`src/rtl/alu_ctrl_seq.sv`:
```
// alu_ctrl_seq: ALU select decode with RV32M sequencing (ports: clk, rst_n, valid_i, funct7, funct3, alu_op -> alu_sel_o, md_start_o, busy_o, done_o, illegal_o)
module alu_ctrl_seq #(
  parameter int SEL_W   = 5,
  parameter int M_EXT   = 1,
  parameter int MUL_LAT = 2,
  parameter int DIV_LAT = 33
) (
  input  logic             clk,
  input  logic             rst_n,
  input  logic             valid_i,
  input  logic [6:0]       funct7,
  input  logic [2:0]       funct3,
  input  logic [1:0]       alu_op,
  output logic [SEL_W-1:0] alu_sel_o,
  output logic             md_start_o,
  output logic             busy_o,
  output logic             done_o,
  output logic             illegal_o
);
  localparam logic [1:0] S_IDLE = 2'd0, S_MD_RUN = 2'd1, S_DONE = 2'd2;
  logic [1:0]       state_q, state_d;
  logic [7:0]       cnt_q, cnt_d;
  logic [SEL_W-1:0] sel_q, sel_d;
  logic             start_q, start_d, done_q, done_d, ill_q, ill_d;
  logic [4:0]       base_op, op;
  logic             is_m, r_ill, i_ill, illegal;
  always_comb begin
    base_op = 5'd0;
    case (funct3)
      3'b000: base_op = (alu_op == 2'b10 && funct7[5]) ? 5'd1 : 5'd0;
      3'b001: base_op = 5'd2;
      3'b010: base_op = 5'd3;
      3'b011: base_op = 5'd4;
      3'b100: base_op = 5'd5;
      3'b101: base_op = funct7[5] ? 5'd7 : 5'd6;
      3'b110: base_op = 5'd8;
      default: base_op = 5'd9;
    endcase
  end
  assign is_m = alu_op == 2'b10 && funct7 == 7'b0000001 && M_EXT != 0;
  assign r_ill = funct7 != 7'b0 && !is_m &&
                 !(funct7 == 7'b0100000 && (funct3 == 3'b000 || funct3 == 3'b101));
  assign i_ill = (funct3 == 3'b001 && funct7 != 7'b0) ||
                 (funct3 == 3'b101 && funct7 != 7'b0 && funct7 != 7'b0100000);
  assign illegal = alu_op == 2'b10 ? r_ill : alu_op == 2'b11 ? i_ill : 1'b0;
  // M ops encode as 16+funct3
  assign op = illegal ? 5'd0 : alu_op == 2'b00 ? 5'd0 : alu_op == 2'b01 ? 5'd1 :
              is_m ? {2'b10, funct3} : base_op;
  always_comb begin
    state_d = state_q;
    cnt_d   = cnt_q;
    sel_d   = sel_q;
    start_d = 1'b0;
    done_d  = 1'b0;
    ill_d   = 1'b0;
    case (state_q)
      S_IDLE: if (valid_i) begin
        sel_d = SEL_W'(op);
        if (is_m) begin
          state_d = S_MD_RUN;
          start_d = 1'b1;
          cnt_d   = funct3[2] ? 8'(DIV_LAT) : 8'(MUL_LAT);
        end else begin
          done_d = 1'b1;
          ill_d  = illegal;
        end
      end
      S_MD_RUN: begin
        state_d = cnt_q == 8'd1 ? S_DONE : S_MD_RUN;
        done_d  = cnt_q == 8'd1;
        cnt_d   = cnt_q == 8'd1 ? cnt_q : cnt_q - 8'd1;
      end
      default: state_d = S_IDLE;
    endcase
  end
  always_ff @(posedge clk or negedge rst_n) begin
    if (!rst_n) begin
      state_q <= S_IDLE;
      cnt_q   <= '0;
      sel_q   <= '0;
      start_q <= 1'b0;
      done_q  <= 1'b0;
      ill_q   <= 1'b0;
    end else begin
      state_q <= state_d;
      cnt_q   <= cnt_d;
      sel_q   <= sel_d;
      start_q <= start_d;
      done_q  <= done_d;
      ill_q   <= ill_d;
    end
  end
  assign alu_sel_o  = sel_q;
  assign md_start_o = start_q;
  assign busy_o     = state_q == S_MD_RUN;
  assign done_o     = done_q;
  assign illegal_o  = ill_q;
endmodule

```
`config.mk`:
```
export PLATFORM = sky130hd
export DESIGN_NAME = alu_ctrl_seq
export DESIGN_NICKNAME = d
export VERILOG_FILES = /design/src/rtl/alu_ctrl_seq.sv
export SDC_FILE = /design/constraint.sdc
export NUM_CORES = 1
export LEC_CHECK = 0
export BUFFER_PORTS_ARGS = -buffer_cell sky130_fd_sc_hd__buf_2
export CORE_MARGIN = 2
export CORE_UTILIZATION = 40
export CTS_CLUSTER_DIAMETER = 60
export CTS_CLUSTER_SIZE = 20
export DETAILED_ROUTE_END_ITERATION = 8
export GPL_TIMING_DRIVEN = 0
export PLACE_DENSITY_LB_ADDON = 0.3
export SYNTH_ARGS = -nofsm -noshare
export SYNTH_HDL_FRONTEND = slang
export SYNTH_SLANG_ARGS = --single-unit
```
`constraint.sdc`:
```
create_clock -name clk -period 1.87 [get_ports clk]
set_input_delay 0.187 -clock clk [delete_from_list [all_inputs] [get_ports clk]]
set_output_delay 0.187 -clock clk [all_outputs]
set_load 0.01 [all_outputs]
```
# == Word-level counts from Yosys, hierarchy flattened ==
# Cells that the tools add are included.
# op_classes
eq_ne,17
n_addsub,1
n_reduce_logical,20
mux,27
# op_table
op,n
4-bit case mux with 7 select lines,1
8-bit two-way mux,3
5-bit two-way mux,4
8-bit case mux with 2 select lines,1
1-bit two-way mux,12
"3-bit == test, second input constant",3
"8-bit by 1-bit == test with 1-bit output, second input constant",1
1-bit logical AND,8
"8-bit by 1-bit subtractor with 8-bit output, second input constant",1
"7-bit by 1-bit == test with 1-bit output, second input constant",1
"7-bit by 6-bit == test with 1-bit output, second input constant",1
"7-bit by 6-bit != test with 1-bit output, second input constant",1
7-bit nonzero test,1
"3-bit by 2-bit == test with 1-bit output, second input constant",2
2-bit two-way mux,3
6-bit two-way mux,1
"2-bit != test, second input constant",3
"2-bit by 1-bit == test with 1-bit output, second input constant",2
"2-bit == test, second input constant",2
2-bit logical NOT,2
2-bit case mux with 2 select lines,1
2-bit AND reduction,2
4-bit AND reduction,1
"3-bit by 1-bit == test with 1-bit output, second input constant",1
5 further kinds,7
# totals
input_bits,15
output_inout_bits,9
wordCells,71
regBits,18

# == Logic depth before layout (Yosys ltp) ==
# Gate-level depths: netlist (run 1).
# logic_depth
word_depth,9
ltp_mapped,7
depth_no_buf,6

# == Least setup slack after synthesis (run 1) ==
# OpenSTA, ideal clock, no wires.
# synth_timing
path_kind,reg2reg
start,reg cnt_q[1]
end,reg cnt_q[5]
setup_slack_ps,-91
n_path_buf,1
arrival_time_ps,1840
required_ps,1749
synth_period_minus_slack_ps,1961
setup_ps,121
path_stages_with_launch,8
path_cell_list,dfrtp_1 -> inv_1 -> ha_1 -> or3b_2 -> clkbuf_1 -> o21a_1 -> or2_1 -> a22o_1
# synth_via
elab_chain_len,3
elab_cells_between_ends,6
cone_classes,add/sub (1); eq/ne (2); mux (2); reduce/logical (1)
# synth_rtl
element,line_no,rtl
start: declaration,22,"logic [7:0] cnt_q, cnt_d;"
start signal: assignment,86,cnt_q <= cnt_d;
8-bit by 1-bit subtractor with 8-bit output or 8-bit by 1-bit == test with 1-bit output (tied branches),71,cnt_d = cnt_q == 8'd1 ? cnt_q : cnt_q - 8'd1;
8-bit two-way mux or 2-bit != test (tied branches),-,
8-bit case mux with 2 select lines or 4-bit AND reduction (tied branches),-,
# Parallel ways exist; a longest one is shown, timed or not. The select of a mux whose other input is x is not followed.
# A chain may end at the register's enable or synchronous reset.

# == Worst setup path in the final report (run 1) ==
# Same ends and word-level chain as after synthesis.

==> impl_metrics.yaml, run 1 <==
worst_setup_path:
  path_class: "reg2reg"
  cp.required_ns: 2.07
  crit_fanout: 7
  reg2reg_from: "cnt_q[1]"
  crit_arrival_ns: 2.02
  startpoint: "cnt_q[1]"
  critPathLaunchType: "flop"
  critPathCaptureType: "flop"
floorplanning:
  rows: 19
  fp.dieW_um: 56.4
  fp.dieArea_um2: 3180
  start_util_pct: 40.9
  die_height_um: 56.4
  io-pin-count: 24
  coreArea_um2: 2690
synth:
  syn_area_um2: 1100
  syn_inst: 110
  ys_seq_elements: 18
  async_flop_share_pct: 100
  yosys_warnings: 0
  synth_edf_count: 0
  synth_fp_nets: 127
  ys_seq_area_share_pct: 41.0
  avgSynthCellArea_um2: 9.99
  synthFlopType: "dfrtp_1"
  synthDistinctLibCells: 44
placed_design:
  gp_congestion: 0.859
  place_area_um2: 1260
  port_buffers: 22
  dp_cells: 163
  dp_hpwl_um: 1900
sta:
  min_period_over_period_pct: 97.0
  fin_tns_setup_ns: 0
  worst_pin_slew_ns: 0.580
  max_freq_mhz: 551
  hold-worst-slack_ns: 0.223
  hold_viol_final: 0
  rsz0062_at_grt: "false"
  finalMaxSlewViolations: 0
  slew_headroom_pct: 61.0
  finalSetupViolCount: 0
  finClkSkew_ns: 0.00197
  finalCriticalPeriod_ns: 1.81
finish:
  syn2layout_area_growth_pct: 23.0
  multi_input_comb_area_um2: 618
  fillers: 271
  drive_above_1_share_pct: 32.6
  register_area_um2: 452
  fin_area_um2: 1350
  finalNonFillerCells: 172
  finalNetCount: 159
  diodes: 0
cts:
  cts_num_sinks: 18
  clk_latency_ns: 0.30
  cts_root_buffer: "clkbuf_4"
  cts_max_path_buffers: 2
  cts_buffers: 3
  cts_tree: "built"
  cts_max_level: 1
  clkTransAtPathRegs_ns: 0.10
grt:
  grt_max_degree: 19
  grt_pass1_vias: 1002
  grt_pass1_wl_um: 4270
  grt-ovfl-total: 0
  track_usage_pct: 17.1
  antenna_found_initial: 0
drt:
  wl_um: 2580
  first_pass_iters: 5
  routedWlPerCell_um: 15.0
  drt_iter0_markers: 56
  via_per_inst: 5.98
  drc: 0
  vias: 1029
  ant_nets: 0
power_and_ir_drop:
  peakVddDrop_v: 0.000448
  powerDensity_nw_per_um2: 730
  leakage_uw: 0.000579
min_path:
  hold_path.class: "in2reg"
  hold_start: "funct3[1]"
job:
  maxCapViolCount: 0
status:
  outcome: "complete, no violations"
[Yosys cell counts (all sizes together) (2+ instances only)]
master / instances / area (um2)
dfrtp: 18 / 450
nor2: 9 / 33.8
nand2: 7 / 26.3
clkbuf: 5 / 18.8
nor2b: 5 / 31.3
o41ai: 5 / 77.6
xor2: 5 / 43.8
inv: 4 / 15.0
o31ai: 4 / 35.0
nand2b: 3 / 18.8
nor3: 3 / 15.0
nor4: 3 / 25.0
o211ai: 3 / 22.5
o21ai: 3 / 15.0
or3b: 3 / 26.3
or4: 3 / 26.3
buf: 2 / 16.3
ha: 2 / 25.0
nand4: 2 / 12.5
o2111ai: 2 / 17.5
o22ai: 2 / 12.5
[what timing repair did]
action	4_1_cts	5_1_grt
resized for setup	3	4
buffers inserted	4	1
setup endpoints to repair	3	3
endpoints found under the hold margin	18	0
hold buffers	1	0
pin swaps	1	0
[power breakdown]
| part | switching (uW) | internal, uW |
|---|---|---|
| Sequential | 58.7 | 440 |
| Combinational | 132 | 110 |
| Clock | 127 | 119 |
[path summary, 6_finish.rpt]
kind | depth (start not counted) | to | slack [ns]
max | 6 | cnt_q[5] | 0.06
min | 3 | alu_sel_o[3] | 0.22
max reg2reg | 6 | cnt_q[5] | 0.06
min reg2reg | 2 | alu_sel_o[1] | 0.49
max in group asynchronous | 2 | cnt_q[0] | 1.22
min in group asynchronous | 2 | cnt_q[2] | 0.33
[final cells by class]
| cell class | instances | share of cell area [%] |
|---|---|---|
| repair buffers | 28 | 11.7 |
| clock buffers | 4 | 2.69 |
| flip-flops and latches | 18 | 33.4 |
| well taps | 31 | 2.87 |
| multi-input cells | 81 | 45.7 |
| inverters | 4 | 1.11 |
| plain buffers | 6 | 2.50 |
[sequential cells by signal (all words and copies together), names as in the netlist]
register    flops
alu_sel_o       5
cnt_q           8
state_q         2
done_o          1
illegal_o       1
md_start_o      1
[layout by cell type (no fill, tap or decap), types with 2 or more instances in the layout]
master      n
or4_4       2
o211ai_1    3
o21ai_0     2
nand4_1     2
clkbuf_1    4
o22ai_1     2
nor3_1      3
nor2_1      9
clkbuf_4    3
or3b_4      2
ha_1        2
nand2b_1    3
xor2_1      5
dfrtp_1    17
buf_4       6
nor2b_1     5
o31ai_1     3
o2111ai_1   2
o41ai_2     2
nand2_1     7
buf_2      22
nor4_1      2
o41ai_1     2
inv_1       3
[layer usage]
layer	up-vias	routed length, um	track usage, %
met5	-	0	0
met4	0	74	10.9
met3	9	115	2.53
met2	39	1340	29.7
met1	502	1060	19.3
li1	479	-	-
[logic make-up (layout without fill, tap and decap cells)]
logic type               Yosys count  in the layout  synth area share, %
AND/OR/NAND/NOR                   45             45                 24.6
AO/OA/AOI/OAI                     28             28                 22.7
multiplexers                       1              1                0.911
flip-flops                        18             18                 41.0
adder cells (fa/ha/maj)            2              2                 2.28
XOR/XNOR                           5              5                 3.99
buffers and inverters             11             42                 4.56
[through the flow]
| stage | util, % | setup WS [ns] | total power, uW |
|---|---|---|---|
| after global placement | 46.9 | -0.0904 | 701 |
| after CTS | 49.5 | 0.0325 | 983 |
| after detailed placement | 46.9 | -0.0988 | 715 |
| after global routing | 50.3 | 0.00406 | 1040 |
| after floorplan | - | 0.0274 | 628 |
| final | 50.3 | 0.0561 | 986 |
[worst max-delay path, cell delays in order (launching register included)]
cell,delay (ns)
dfrtp_1,0.42
inv_2,0.07
ha_1,0.13
or3b_4,0.42
o21a_1,0.21
or2_4,0.27
a22o_1,0.19
No activity file was read; power rests on OpenSTA's default activity.
==> run 2: changes to the inputs <==
CELL_PAD_IN_SITES_DETAIL_PLACEMENT = 1   (was unset)
CELL_PAD_IN_SITES_GLOBAL_PLACEMENT = 1   (was unset)
CORE_UTILIZATION = 36   (was 40)
==> impl_metrics.yaml, run 2 (synthesis results as in run 1) <==
grt:
  antenna_found_initial: 0
  grt_pass1_vias: 1081
  grt_pass1_wl_um: 5190
  track_usage_pct: 20.3
  grt_max_degree: 19
  grt-ovfl-total: 0
placed_design:
  pre_cts_ws_ns: -0.165
  gp_congestion: 0.805
  port_buffers: 22
  dp_hpwl_um: 2220
floorplanning:
  rows: 20
  fp.dieArea_um2: 3510
  io-pin-count: 24
  die_height_um: 59.2
  coreArea_um2: 2980
  start_util_pct: 36.9
  fp.dieW_um: 59.2
power_and_ir_drop:
  powerDensity_nw_per_um2: 746
  p_seq_share_pct: 47.4
  pwr-share-comb_pct: 28.1
  peakVddDrop_v: 0.000417
  netSwitchingFraction_pct: 32.7
  pwr-share-clk_pct: 24.5
  p_sw_uw: 338
  leakage_uw: 0.000592
  p_int_uw: 696
cts:
  cts_num_sinks: 18
  cts_tree: "built"
  cts_root_buffer: "clkbuf_4"
  cts_max_path_buffers: 2
  clkTransAtPathRegs_ns: 0.11
  clk_latency_ns: 0.31
  cts_buffers: 3
  cts_max_level: 1
worst_setup_path:
  r2r_slack_ns: 0.05
  crit_chain: "or4_4 -> o21a_4 -> or2_4 -> a22o_1"
  path_buf_inv: 0
  critPathCaptureType: "flop"
  critPathLaunchType: "flop"
  crit_arrival_ns: 2.03
  crit_family: "simple AND/OR/NAND/NOR gates"
  cp.required_ns: 2.08
  max_stage_delay_ns: 0.55
  cpMaxStageDelayCell: "or4_4"
  crit_fanout: 5
  path_class: "reg2reg"
sta:
  finalCriticalPeriod_ns: 1.82
  hold_viol_final: 0
  max_freq_mhz: 549
  finalMaxSlewViolations: 0
  finalSetupViolCount: 0
  min_period_over_period_pct: 97.5
  slew_headroom_pct: 62.1
  finClkSkew_ns: 0.00728
  worst_pin_slew_ns: 0.564
  worst_slack_ns: 0.0469
finish:
  drive_above_1_share_pct: 36.1
  syn2layout_area_growth_pct: 26.2
  postLayoutCoreUtil_pct: 46.6
  layout_common_cells: "buf_2, dfrtp_1, nor2_1, buf_4, nand2_1"
  regMostFlops: "cnt_q"
  finalNetCount: 162
  final_common_cell: "buf_2"
  diodes: 0
  largest_reg_flops: 8
drt:
  via_per_inst: 5.69
  top_layer: "met4"
  routedWlPerCell_um: 17.7
  first_pass_iters: 4
  drc: 0
  ant_nets: 0
  vias: 1008
  wl_um: 3130
  wl_met3_um: 85
  wl_met1_um: 1290
  met2_length_um: 1700
  drt_iter0_markers: 19
status:
  outcome: "complete, no violations"
min_path:
  hold_path.class: "in2reg"
job:
  maxCapViolCount: 0
-- run 2: metal layers --
metal,global-route usage [%],vias to the layer above
met5,0,-
met3,4.59,6
met4,7.14,0
met1,22.7,501
li1,-,484
met2,37.4,17
-- run 2: repair_timing --
| item | 4_1_cts | 5_1_grt |
|---|---|---|
| endpoints found under the hold margin | 18 | 0 |
| hold buffers | 1 | 0 |
| setup buffers | 5 | 3 |
| endpoints found under the setup margin | 3 | 2 |
| pin swaps | 0 | 1 |
| gates resized for setup | 5 | 4 |
-- run 2: path summary, 6_finish.rpt --
| kind | start | endpoint | cells past startpoint |
|---|---|---|---|
| min in group asynchronous | rst_n | cnt_q[4] | 2 |
| hold reg to reg | alu_sel_o[2] | alu_sel_o[2] | 2 |
| setup / recovery | cnt_q[3] | cnt_q[5] | 4 |
| max in group asynchronous | rst_n | cnt_q[2] | 2 |
| hold / removal | funct3[1] | alu_sel_o[3] | 3 |
| setup reg to reg | cnt_q[3] | cnt_q[5] | 4 |
-- run 2: area by class of cell --
class / count / area [um2]
multi-input combinational: 81 / 626
timing repair buffer: 31 / 180
inverter: 4 / 15.0
fill: 360 / 1590
buffer: 6 / 33.8
sequential: 18 / 454
clock buffer: 4 / 36.3
tap: 33 / 41.3
-- run 2: stage by stage --
| stage | instance area (um2) | cells | power [uW] | TNS [ns] | hold slack, ns |
|---|---|---|---|---|---|
| 6_report | 1390 | 177 | 1030 | 0 | 0.227 |
| 5_1_grt | 1390 | 177 | 1090 | -0.00504 | 0.231 |
| 4_1_cts | 1350 | 174 | 1030 | 0 | 0.218 |
| 3_5_place_dp | 1260 | 165 | 722 | -0.697 | 0.153 |
| 3_3_place_gp | 1260 | 165 | 707 | -0.400 | 0.137 |
| 2_1_floorplan | 1110 | 110 | 628 | 0 | -0.109 |
-- run 2: worst reg2reg max path, cell delays in order, from the launching register on --
cell	delay, ns
dfrtp_2	0.45
or4_4	0.55
o21a_4	0.25
or2_4	0.27
a22o_1	0.20
-- run 2: power groups by stage --
stage               logic [uW]  registers, uW  clock network (uW)
detailed placement         214            508                   0
CTS                        282            486                 261
floorplan                  134            494                   0
global route               320            498                 268
global placement           200            507                   0
finish                     290            490                 254
==> run 3: changes to the inputs <==
BUFFER_PORTS_ARGS = unset   (was -buffer_cell sky130_fd_sc_hd__buf_2)
CORE_UTILIZATION = 40   (was 36)
DONT_BUFFER_PORTS = 1   (was unset)
==> impl_metrics.yaml, run 3 (synthesis results as in run 1) <==
sta:
  finalSetupViolCount: 0
  finalCriticalPeriod_ns: 1.82
  finalMaxSlewViolations: 0
  hold_viol_final: 0
  min_period_over_period_pct: 97.5
  fin_tns_setup_ns: 0
  worst_pin_slew_ns: 0.800
  max_freq_mhz: 548
  slew_headroom_pct: 46.5
  finClkSkew_ns: 0.0155
cts:
  clk_latency_ns: 0.30
  cts_num_sinks: 18
  cts_buffers: 3
  cts_max_level: 1
  cts_root_buffer: "clkbuf_4"
  cts_tree: "built"
  cts_max_path_buffers: 2
  clkTransAtPathRegs_ns: 0.11
worst_setup_path:
  critPathCaptureType: "flop"
  critPathLaunchType: "flop"
  rr_worst_depth: 6
  crit_fanout: 5
  crit_arrival_ns: 2.03
  cp.required_ns: 2.07
  path_class: "reg2reg"
  r2r_slack_ns: 0.05
power_and_ir_drop:
  powerDensity_nw_per_um2: 772
  peakVddDrop_v: 0.000465
  power_uw: 963
  leakage_uw: 0.000485
floorplanning:
  io-pin-count: 24
  fp.dieArea_um2: 3180
  rows: 19
  die_height_um: 56.4
  coreArea_um2: 2690
  fp.dieW_um: 56.4
  start_util_pct: 40.9
drt:
  drt_iter0_markers: 17
  first_pass_iters: 4
  vias: 918
  wl_um: 2630
  drc: 0
  via_per_inst: 6.08
  ant_nets: 0
  routedWlPerCell_um: 17.4
finish:
  drive_above_1_share_pct: 20.8
  largest_reg_flops: 8
  diodes: 0
  multi_input_comb_area_um2: 618
  final_common_cell: "dfrtp_1"
  regMostFlops: "cnt_q"
  fin_area_um2: 1250
  finalNetCount: 138
  register_area_um2: 452
  syn2layout_area_growth_pct: 13.7
  fillers: 317
  layout_common_cells: "dfrtp_1, nor2_1, nand2_1, buf_4"
  finalNonFillerCells: 151
placed_design:
  gp_congestion: 0.870
  dp_hpwl_um: 1850
  port_buffers: 0
  dp_cells: 141
  place_area_um2: 1150
min_path:
  holdPathStages: 2
  hold_path.class: "in2reg"
grt:
  grt_max_degree: 19
  grt_pass1_wl_um: 4640
  track_usage_pct: 18.3
  grt_pass1_vias: 985
  antenna_found_initial: 0
  grt-ovfl-total: 0
job:
  maxCapViolCount: 0
status:
  outcome: "complete, no violations"
-- run 3: cell count changes in the layout (fill, tap and decap cells not counted), sizes merged --
cell,delta
buf,-24
-- run 3: per-layer routing --
| metal | routed length (um) | vias to the layer above | track usage [%] |
|---|---|---|---|
| met5 | 0 | - | 0 |
| met4 | 31 | 0 | 6.12 |
| met3 | 136 | 6 | 5.30 |
| met2 | 1270 | 25 | 28.7 |
| met1 | 1190 | 452 | 24.1 |
| li1 | - | 435 | - |
-- run 3: worst paths after layout --
kind / from / to
setup / recovery: cnt_q[1] / cnt_q[5]
max in group asynchronous: rst_n / cnt_q[0]
hold reg to reg: alu_sel_o[4] / alu_sel_o[4]
hold / removal: funct3[1] / alu_sel_o[3]
min in group asynchronous: rst_n / state_q[0]
setup reg to reg: cnt_q[1] / cnt_q[5]
-- run 3: final cells by class --
type | instances | area share, %
tap | 31 | 3.11
clock buffer | 4 | 2.91
timing repair buffer | 7 | 4.41
multi-input combinational | 81 | 49.5
sequential | 18 | 36.2
buffer | 6 | 2.71
inverter | 4 | 1.20
-- run 3: metrics by stage --
step | setup WS, ns | hold WS (ns) | util (%)
finish | 0.0458 | 0.0749 | 46.5
global route | -0.00267 | 0.0579 | 46.5
CTS | 0.0290 | 0.0519 | 45.1
detailed placement | -0.113 | -0.108 | 42.8
global placement | -0.108 | -0.108 | 42.8
floorplan | 0.0274 | -0.109 | -
-- run 3: critical path, stage by stage, from the launching register on --
cell and delay [ns]:
dfrtp_1 0.41, inv_2 0.07, ha_1 0.14, or3b_4 0.41
o21a_1 0.22, or2_4 0.27, a22o_1 0.20
-- run 3: repair_timing --
action / in CTS / in global routing
setup buffers: 3 / 3
endpoints found under the setup margin: 3 / 3
gates resized for setup: 3 / 4
hold buffers: 1 / 0
endpoints found under the hold margin: 18 / 0
pin swaps: 1 / 0
-- run 3: report_power, final --
part           switching [uW]  internal [uW]  total (uW)
registers                61.4            440         502
clock network             123            119         242
logic                     112            108         220
total                     297            667         963
